--- src/rtl/dso_pkg.sv ---
// Shared DSO_dig definitions: channel encodings, dump FSM states, default
// capture depth and the command processor's DUMP_CH opcode.
package dso_pkg;
  localparam int DEPTH_DEF  = 512;
  localparam int ADDR_W_DEF = 9;

  localparam logic [7:0] OP_DUMP_CH = 8'h01;

  typedef enum logic [1:0] {
    CH1    = 2'b00,
    CH2    = 2'b01,
    CH3    = 2'b10,
    CH_INV = 2'b11
  } ch_sel_e;

  typedef enum logic [2:0] {
    IDLE,
    READ,
    LATCH,
    CAL,
    SEND,
    WAIT_TX
  } dump_st_e;
endpackage

--- src/rtl/cal_sat.sv ---
// Sample calibration datapath: add signed offset, clamp to a byte, apply the
// Q1.7 gain and saturate when the product reaches 2.0.
module cal_sat (
  input  logic [7:0] i_raw,
  input  logic [7:0] i_offset,
  input  logic [7:0] i_gain,
  output logic [7:0] o_result
);
  logic signed [9:0] w_sum;
  logic        [7:0] w_clamp;
  logic       [15:0] w_prod;

  assign w_sum = $signed({2'b00, i_raw}) + $signed({{2{i_offset[7]}}, i_offset});

  // Sum spans -128..382: bit 9 flags negative, bit 8 flags above 255.
  always_comb begin
    w_clamp = w_sum[7:0];
    if (w_sum[9])      w_clamp = 8'h00;
    else if (w_sum[8]) w_clamp = 8'hFF;
  end

  assign w_prod   = {8'h00, w_clamp} * {8'h00, i_gain};
  assign o_result = w_prod[15] ? 8'hFF : w_prod[14:7];
endmodule

--- src/rtl/dump_ch_ctrl.sv ---
// Channel dump engine: walks one capture RAM circularly from the oldest
// sample, calibrates each byte and hands it to the UART one at a time.
module dump_ch_ctrl
  import dso_pkg::*;
#(
  parameter int DEPTH  = DEPTH_DEF,
  parameter int ADDR_W = ADDR_W_DEF
) (
  input  logic              clk,
  input  logic              rst,
  input  logic              start,
  input  logic [1:0]        ch_sel,
  input  logic [ADDR_W-1:0] start_addr,
  input  logic [7:0]        cal_offset,
  input  logic [7:0]        cal_gain,
  output logic [ADDR_W-1:0] ram_addr,
  output logic              ram_rd_en,
  input  logic [7:0]        ch1_rdata,
  input  logic [7:0]        ch2_rdata,
  input  logic [7:0]        ch3_rdata,
  output logic [7:0]        tx_data,
  output logic              trmt,
  input  logic              tx_done,
  output logic              busy,
  output logic              done,
  output logic              err
);
  dump_st_e          r_state, w_nxt;
  ch_sel_e           r_ch;
  logic [ADDR_W-1:0] r_addr, r_cnt;
  logic [7:0]        r_off, r_gain, r_raw, r_tx_data;
  logic              r_done, r_err;
  logic [7:0]        w_rdata, w_cal;
  logic              w_last;

  assign w_last = (r_cnt == ADDR_W'(DEPTH - 1));

  always_comb begin
    case (r_ch)
      CH1:     w_rdata = ch1_rdata;
      CH2:     w_rdata = ch2_rdata;
      default: w_rdata = ch3_rdata;
    endcase
  end

  cal_sat u_cal (
    .i_raw    (r_raw),
    .i_offset (r_off),
    .i_gain   (r_gain),
    .o_result (w_cal)
  );

  always_comb begin
    w_nxt = r_state;
    case (r_state)
      IDLE:    if (start && ch_sel != CH_INV) w_nxt = READ;
      READ:    w_nxt = LATCH;
      LATCH:   w_nxt = CAL;
      CAL:     w_nxt = SEND;
      SEND:    w_nxt = WAIT_TX;
      WAIT_TX: if (tx_done) w_nxt = w_last ? IDLE : READ;
      default: w_nxt = IDLE;
    endcase
  end

  always_ff @(posedge clk) begin
    if (rst) begin
      r_state   <= IDLE;
      r_ch      <= CH1;
      r_addr    <= '0;
      r_cnt     <= '0;
      r_off     <= '0;
      r_gain    <= '0;
      r_raw     <= '0;
      r_tx_data <= '0;
      r_done    <= 1'b0;
      r_err     <= 1'b0;
    end else begin
      r_state <= w_nxt;
      r_done  <= 1'b0;
      r_err   <= 1'b0;
      case (r_state)
        IDLE: if (start) begin
          if (ch_sel == CH_INV) r_err <= 1'b1;
          else begin
            r_ch   <= ch_sel_e'(ch_sel);
            r_addr <= start_addr;
            r_cnt  <= '0;
            r_off  <= cal_offset;
            r_gain <= cal_gain;
          end
        end
        LATCH:   r_raw     <= w_rdata;
        CAL:     r_tx_data <= w_cal;
        // Address wraps naturally because DEPTH is a power of two.
        WAIT_TX: if (tx_done) begin
          r_addr <= r_addr + ADDR_W'(1);
          r_cnt  <= r_cnt + ADDR_W'(1);
          if (w_last) r_done <= 1'b1;
        end
        default: ;
      endcase
    end
  end

  assign ram_addr  = r_addr;
  assign ram_rd_en = (r_state == READ);
  assign trmt      = (r_state == SEND);
  assign busy      = (r_state != IDLE);
  assign tx_data   = r_tx_data;
  assign done      = r_done;
  assign err       = r_err;
endmodule
--- config.mk ---
export PLATFORM = sky130hd
export DESIGN_NAME = dump_ch_ctrl
export DESIGN_NICKNAME = d
export VERILOG_FILES = /design/src/rtl/dso_pkg.sv /design/src/rtl/cal_sat.sv /design/src/rtl/dump_ch_ctrl.sv
export SDC_FILE = /design/constraint.sdc
export NUM_CORES = 1
export LEC_CHECK = 0
export CORE_MARGIN = 2
export CORE_UTILIZATION = 45
export DETAILED_ROUTE_END_ITERATION = 8
export HOLD_SLACK_MARGIN = 0.1
export PLACE_DENSITY = 0.69
export REMOVE_ABC_BUFFERS = 1
export SETUP_SLACK_MARGIN = 0.1
export SLEW_MARGIN = 10
export SYNTH_ARGS = -nofsm -noshare
export SYNTH_HDL_FRONTEND = slang
export SYNTH_SLANG_ARGS = --single-unit
--- constraint.sdc ---
create_clock -name clk -period 8.65 [get_ports clk]
set_input_delay 1.73 -clock clk [delete_from_list [all_inputs] [get_ports clk]]
set_output_delay 1.73 -clock clk [all_outputs]
set_load 0.005 [all_outputs]
==> impl_metrics.json, run 1 <==
{
  "status": "completed",
  "grt_first_pass_wirelength_mm": 19.4,
  "slowest_stage": "sky130_fd_sc_hd__a21oi_1",
  "place.gp.congestion": 0.929,
  "global_route.overflow_total": 0,
  "ff2ff_setup_slack_ns": 2.01,
  "final-max-slew-violation-count": 0,
  "crit_path_start": "r_off[7]",
  "yosys_register_bits": 57,
  "synth.top_cells.by_area": "sky130_fd_sc_hd__dfxtp_1 (23%), sky130_fd_sc_hd__fa_1 (15%), sky130_fd_sc_hd__ha_1 (12%)",
  "worst_path_cell_trace": "ha_1, o21bai_1, o21bai_1, a21o_1, xnor2_1, a21oi_1, and2_1, fa_1, fa_1, fa_1, inv_1, fa_1, inv_1, ha_1, a21o_1, a21oi_1, o22ai_1, a21oi_2, o211a_1, mux2_4, a211oi_2",
  "maxClockFrequency_mhz": 151,
  "final_net_count": 789,
  "fin_skew_ns": 0.0128,
  "worst-path-stages": 21,
  "rsz0062_at_grt": "no",
  "final_sum_of_negative_setup_slack_ns": 0,
  "cts_hold_repair.buffers": 0,
  "core.rowCount": 38,
  "final_critical_path_share_of_the_clock_period_pct": 76.7,
  "power_density_nw_per_um2": 128,
  "hold_viol": 0,
  "routed_wire_length_mm": 11.9,
  "crit_path_kind": "flip-flop to flip-flop",
  "crit_path_max_fanout": 11,
  "worstRegToRegCells": 21,
  "synth_edf_count": 0,
  "critical_path.reg2reg.startpoint": "r_off[7]",
  "syn_area_um2": 4880,
  "antenna_violations_before_repair": 0,
  "route.antenna.remaining_nets": 0,
  "cap_violations": 0,
  "detail_route.drc_violations": 0,
  "setup_viol_count_final": 0,
  "synth_sequential_area_ratio_pct": 23.4,
  "power_leakage_nw": 2.49,
  "clock_insertion_delay_worst_skew_ns": 0.35,
  "synthDistinctLibCells": 49,
  "period_minus_slack_ns": 6.64,
  "met1_capacity_usage_during_global_routing_pct": 25.9,
  "antenna_cells_inserted": 0,
  "layout-drive-gt1-share_pct": 4.56,
  "io_pins": 77,
  "grt_pass1_vias": 4292,
  "netlist.top_cell.by_area": "sky130_fd_sc_hd__dfxtp_1",
  "crit_arrival_ns": 6.89,
  "dr.first_iter.drc_count": 209,
  "finalWorstSetupSlack_ns": 2.01,
  "die_width_um": 108,
  "top_usage_layer": "met2",
  "clk_root_buffer_cell": "sky130_fd_sc_hd__clkbuf_8",
  "max-vdd-ir-drop_uv": 75.3,
  "global_route.usage.total_pct": 20.9,
  "maxSlewHeadroom_pct": 29.2,
  "min_path_type": "flip-flop to flip-flop",
  "critical_path.endpoint_type": "flip-flop",
  "cts_htree_levels": 3,
  "hpwl_mm": 9.07,
  "io_buffers": 76,
  "crit_end": "tx_data[0]",
  "syn-mean-instance-area_um2": 8.27,
  "clock_tree.buffer_depth": 2,
  "ys.flop_type": "sky130_fd_sc_hd__dfxtp_1",
  "netlist.area_leader.share_pct": 23.4,
  "postCtsSetupRepairBufs": 0,
  "groute.layer.met2.usage_pct": 36.2,
  "cts.sinks": 57,
  "timing.critical_path.mode_cell": "sky130_fd_sc_hd__fa_1",
  "route.detailed.wl_per_inst_um": 14.9,
  "drt_first_pass_iters": 5,
  "layout-area-overhead-vs-synth_pct": 20.6,
  "min_from": "r_off[0]",
  "asyncSetResetFlopFracSynth_pct": 0,
  "post_cts.resized_instances": 0,
  "pre_cts_slack_ns": 1.98,
  "via_per_inst": 5.38,
  "crit_family": "adder cells",
  "critical-path-max-stage-delay_ns": 0.60,
  "timing.critical_path.buf_inv": 2,
  "rr_endpoint": "tx_data[0]",
  "clkSlewWorstSetupHoldPaths_ns": 0.07,
  "required_ns": 8.90,
  "cts-buffers-inserted": 9,
  "cts_tree": "done",
  "grt_util_met3_pct": 4.16,
  "critPathLaunchType": "flip-flop",
  "die_area_um2": 11700,
  "die-height_um": 108,
  "design.core.area_um2": 10700,
  "synth-warning-count": 0,
  "vias": 4296,
  "synthesis.instances": 590,
  "grt_max_degree": 53,
  "initial_utilization_pct": 45.6,
  "max_slew.worst_pin.slew_ns": 1.06
}
## layout by cell type (no fill, tap or decap), types with 2 or more instances in the layout
cell and instances:
sky130_fd_sc_hd__a2111oi_0 2, sky130_fd_sc_hd__a211oi_1 7, sky130_fd_sc_hd__a211oi_2 7, sky130_fd_sc_hd__a21o_1 4, sky130_fd_sc_hd__a21oi_1 61, sky130_fd_sc_hd__a21oi_2 2
sky130_fd_sc_hd__a32oi_1 2, sky130_fd_sc_hd__and2_1 53, sky130_fd_sc_hd__and3_1 4, sky130_fd_sc_hd__clkbuf_8 9, sky130_fd_sc_hd__clkdlybuf4s50_1 75, sky130_fd_sc_hd__clkinv_2 4
sky130_fd_sc_hd__clkinvlp_4 2, sky130_fd_sc_hd__dfxtp_1 57, sky130_fd_sc_hd__fa_1 36, sky130_fd_sc_hd__ha_1 45, sky130_fd_sc_hd__inv_1 43, sky130_fd_sc_hd__mux2i_1 10
sky130_fd_sc_hd__nand2_1 87, sky130_fd_sc_hd__nand2b_1 2, sky130_fd_sc_hd__nand3_1 15, sky130_fd_sc_hd__nand4_1 7, sky130_fd_sc_hd__nor2_1 29, sky130_fd_sc_hd__nor2b_1 7
sky130_fd_sc_hd__nor3_1 9, sky130_fd_sc_hd__nor3b_1 3, sky130_fd_sc_hd__o211ai_1 2, sky130_fd_sc_hd__o21a_1 2, sky130_fd_sc_hd__o21ai_0 20, sky130_fd_sc_hd__o21bai_1 5
sky130_fd_sc_hd__o22ai_1 4, sky130_fd_sc_hd__or3_1 4, sky130_fd_sc_hd__xnor2_1 12, sky130_fd_sc_hd__xor2_1 7
## worst register-to-register path, delay by kind of cell, from the launching register on
family	cells	cell delay (ns)
muxes	1	0.37
and+or+nand+nor	1	0.25
xor gates and xnor gates	1	0.16
DFF	1	0.56
adders and majority gates	6	2.69
buffers and inverters	2	0.10
AOI/OAI and AO/OA	10	2.40
## through the flow
step                      instance area, µm²  utilization, %  std cells  total power, mW  hold WS, ns
final                                   5890            55.0        798            0.755        0.457
after global routing                    5890            55.0        798            0.805        0.486
after CTS                               5890            55.0        798            0.761        0.462
after detailed placement                5720            53.5        782            0.544        0.452
after global placement                  5720            53.5        782            0.537        0.449
after floorplan                         4790               -        565            0.444        0.434
## report_power, final
part	total [mW]	leakage [nW]	switching (mW)	internal, mW
clock	0.216	0.0818	0.114	0.102
combinational	0.233	1.95	0.128	0.105
sequential	0.306	0.464	0.0257	0.281
total	0.755	2.49	0.268	0.487
## how the worst min path moves through the flow
stage                     to  slack (ns)  cells after the start
finish              r_off[0]        0.46                      2
CTS                 r_off[0]        0.46                      2
floorplan           r_raw[0]        0.43                      2
detailed placement  r_off[0]        0.45                      2
global route        r_off[4]        0.49                      2
global placement    r_off[0]        0.45                      2
## flip-flops by register name, summed over array words and instances (netlist names)
name and count:
err 1, r_raw 8, r_ch 2, r_off 8, r_state 3, ram_addr 9
tx_data 8, r_gain 8, done 1, r_cnt 9
## synth_stat cells (9+ instances only)
master and n:
sky130_fd_sc_hd__a21oi_1 61, sky130_fd_sc_hd__and2_1 53, sky130_fd_sc_hd__clkbuf_1 24, sky130_fd_sc_hd__dfxtp_1 57, sky130_fd_sc_hd__fa_1 36, sky130_fd_sc_hd__ha_1 45, sky130_fd_sc_hd__inv_1 43, sky130_fd_sc_hd__mux2i_1 10
sky130_fd_sc_hd__nand2_1 87, sky130_fd_sc_hd__nand3_1 15, sky130_fd_sc_hd__nor2_1 29, sky130_fd_sc_hd__nor3_1 9, sky130_fd_sc_hd__o21ai_0 20, sky130_fd_sc_hd__xnor2_1 12
## kinds of logic after synthesis
logic type                 after synthesis  synth area share, %
and+or+nand+nor                        228                 23.1
DFF                                     57                 23.4
AOI/OAI and AO/OA                      126                 16.3
buffers and inverters                   68                 5.23
xor gates and xnor gates                19                 3.41
muxes                                   11                 2.36
adders and majority gates               81                 26.3
## layout make-up
type                       instances  area, µm²
sequential                        57       1140
multi-input combinational        465       3480
clock inverter                     6       35.0
tap                              140        175
inverter                          43        161
clock buffer                      10        128
timing repair buffer              77        763
fill                             991       4810
## routing by layer
metal | part of all wire (%) | vias to the layer above
met5 | 0 | -
met4 | 1.9 | 0
met3 | 3.8 | 19
met2 | 50 | 97
met1 | 45 | 2057
li1 | - | 2123
No activity file was read; power rests on OpenSTA's default activity.
==> run 2: changes to the inputs <==
- PLACE_DENSITY: 0.69 -> 0.71
- clock period: 8.65 -> 5.45 ns (I/O delays scaled with it)
==> run 2 against run 1 <==
First-iteration DRC count rose by 23%. The run now ends with negative setup slack left. Clock-buffer cell count did not move. Non-clock buffer count rose by 73. Utilization rose by 8.4 points. Wire length rose by 13%. Sequential power rose by 59%. Sequential cell count did not move. Sequential share of layout area fell by 2.5 points.
==> impl_metrics.json, run 2 (same netlist as run 1, synthesis figures left out) <==
{
  "status": "complete, but fails checks",
  "failed_checks": "negative setup slack",
  "maxSlewHeadroom_pct": 29.4,
  "grt_max_degree": 53,
  "crit_arrival_ns": 6.38,
  "critPathLaunchType": "flip-flop",
  "required_ns": 5.72,
  "power_density_nw_per_um2": 217,
  "route.detailed.wl_per_inst_um": 15.4,
  "die_area_um2": 11700,
  "fin_util_pct": 63.5,
  "antenna_cells_inserted": 0,
  "dr.first_iter.drc_count": 257,
  "hpwl_mm": 9.62,
  "initial_utilization_pct": 45.6,
  "final_net_count": 862,
  "period_minus_slack_ns": 6.11,
  "global_route.usage.total_pct": 22.9,
  "pre_cts_slack_ns": -0.964,
  "final_cell_count_no_fill": 871,
  "clk_root_buffer_cell": "sky130_fd_sc_hd__clkbuf_8",
  "rsz0062_at_grt": "yes",
  "area_of_the_multi_input_gates_um2": 3730,
  "io_buffers": 76,
  "cts-buffers-inserted": 9,
  "cap_violations": 0,
  "dp_cells": 835,
  "max-vdd-ir-drop_uv": 129,
  "routed_wire_length_mm": 13.4,
  "max_slew.worst_pin.slew_ns": 1.06,
  "fillCellCount": 892,
  "global_route.overflow_total": 0,
  "die-height_um": 108,
  "cts_htree_levels": 3,
  "core.rowCount": 38,
  "design.core.area_um2": 10700,
  "crit_path_kind": "flip-flop to flip-flop",
  "maxClockFrequency_mhz": 164,
  "final_common_cell": "sky130_fd_sc_hd__nand2_1",
  "place.gp.congestion": 0.871,
  "final_critical_path_share_of_the_clock_period_pct": 112,
  "cts.sinks": 57,
  "finalWorstSetupSlack_ns": -0.664,
  "setup_viol_count_final": 8,
  "total_power_mw": 1.47,
  "drt_first_pass_iters": 4,
  "grt_pass1_vias": 4550,
  "min_path_type": "flip-flop to flip-flop",
  "cts_hold_repair.buffers": 0,
  "crit_path_max_fanout": 7,
  "via_per_inst": 5.30,
  "hold_viol": 0,
  "vias": 4618,
  "cts_tree": "done",
  "clkSlewWorstSetupHoldPaths_ns": 0.08,
  "final_sum_of_negative_setup_slack_ns": -5.03,
  "fin_skew_ns": 0.0167,
  "clock_insertion_delay_worst_skew_ns": 0.35,
  "critical_path.endpoint_type": "flip-flop",
  "layout-drive-gt1-share_pct": 20.5,
  "detail_route.drc_violations": 0,
  "layout-area-overhead-vs-synth_pct": 39.1,
  "power_leakage_nw": 2.90,
  "clock_tree.buffer_depth": 2,
  "seqCellArea_um2": 1140,
  "layout_common_cells": "sky130_fd_sc_hd__nand2_1 (85), sky130_fd_sc_hd__clkdlybuf4s50_1 (75), sky130_fd_sc_hd__buf_4 (67)",
  "final-max-slew-violation-count": 0,
  "route.antenna.remaining_nets": 0,
  "io_pins": 77,
  "antenna_violations_before_repair": 0,
  "grt_first_pass_wirelength_mm": 21.2,
  "die_width_um": 108
}
run 2: changes by cell type in the layout (fill, tap and decap cells not counted), sizes merged:
cell,before,now
clkinv,4,1
bufinv,0,2
buf,2,75
inv,43,44
run 2: worst paths after layout:
| check | from | to | slack, ns | cells after the start |
|---|---|---|---|---|
| worst min-delay path | r_off[4] | r_off[4] | 0.47 | 2 |
| worst max register to register | r_raw[7] | tx_data[4] | -0.66 | 24 |
| worst max-delay path | r_raw[7] | tx_data[4] | -0.66 | 24 |
| worst min register to register | r_off[4] | r_off[4] | 0.47 | 2 |
run 2: where the power goes:
| part | internal (mW) | switching, mW |
|---|---|---|
| registers | 0.445 | 0.0420 |
| clock network | 0.271 | 0.198 |
| logic | 0.267 | 0.248 |
| total | 0.983 | 0.488 |
run 2: per-stage QoR:
stage	instance area, µm²	hold slack [ns]
after floorplan	4790	0.434
after global placement	6120	0.450
after detailed placement	6120	0.457
after CTS	6560	0.467
after global routing	6790	0.491
final	6790	0.467
run 2: worst max-delay path: stages (launching register included):
cell                       delay (ns)
sky130_fd_sc_hd__dfxtp_2         0.38
sky130_fd_sc_hd__inv_1           0.05
sky130_fd_sc_hd__ha_1            0.31
sky130_fd_sc_hd__o21bai_1        0.19
sky130_fd_sc_hd__o21bai_1        0.29
sky130_fd_sc_hd__a21o_1          0.18
sky130_fd_sc_hd__xnor2_1         0.08
sky130_fd_sc_hd__buf_4           0.17
sky130_fd_sc_hd__buf_4           0.14
sky130_fd_sc_hd__a21oi_4         0.24
sky130_fd_sc_hd__nand2_2         0.11
sky130_fd_sc_hd__fa_1            0.52
sky130_fd_sc_hd__fa_1            0.52
sky130_fd_sc_hd__inv_1           0.05
sky130_fd_sc_hd__fa_1            0.49
sky130_fd_sc_hd__inv_2           0.04
sky130_fd_sc_hd__fa_1            0.49
sky130_fd_sc_hd__inv_2           0.05
sky130_fd_sc_hd__ha_4            0.26
sky130_fd_sc_hd__nand4_1         0.15
sky130_fd_sc_hd__nor4_4          0.34
sky130_fd_sc_hd__a21oi_2         0.11
sky130_fd_sc_hd__o211a_1         0.26
sky130_fd_sc_hd__mux2_4          0.37
sky130_fd_sc_hd__a211oi_2        0.22
run 2: timing repair:
action | 4_1_cts | 5_1_grt
setup endpoints to repair | 8 | 8
setup buffers | 5 | 15
resized for setup | 40 | 25
pin swaps | 34 | 47
run 2: layout make-up:
| type | instances | share of cell area (%) |
|---|---|---|
| well taps | 140 | 2.58 |
| clock inverters | 6 | 1.31 |
| multi-input cells | 465 | 55.0 |
| inverters | 43 | 2.38 |
| clock buffers | 10 | 2.03 |
| flip-flops and latches | 57 | 16.9 |
| repair buffers | 150 | 19.8 |
run 2: per-layer routing:
layer  global-route usage [%]  share of wire, %  vias up
met5                        0                 0        -
met4                     7.42               1.3        0
met3                     4.04               4.2       16
met2                     39.6                52      115
met1                     28.8                43     2219
li1                         -                 -     2268
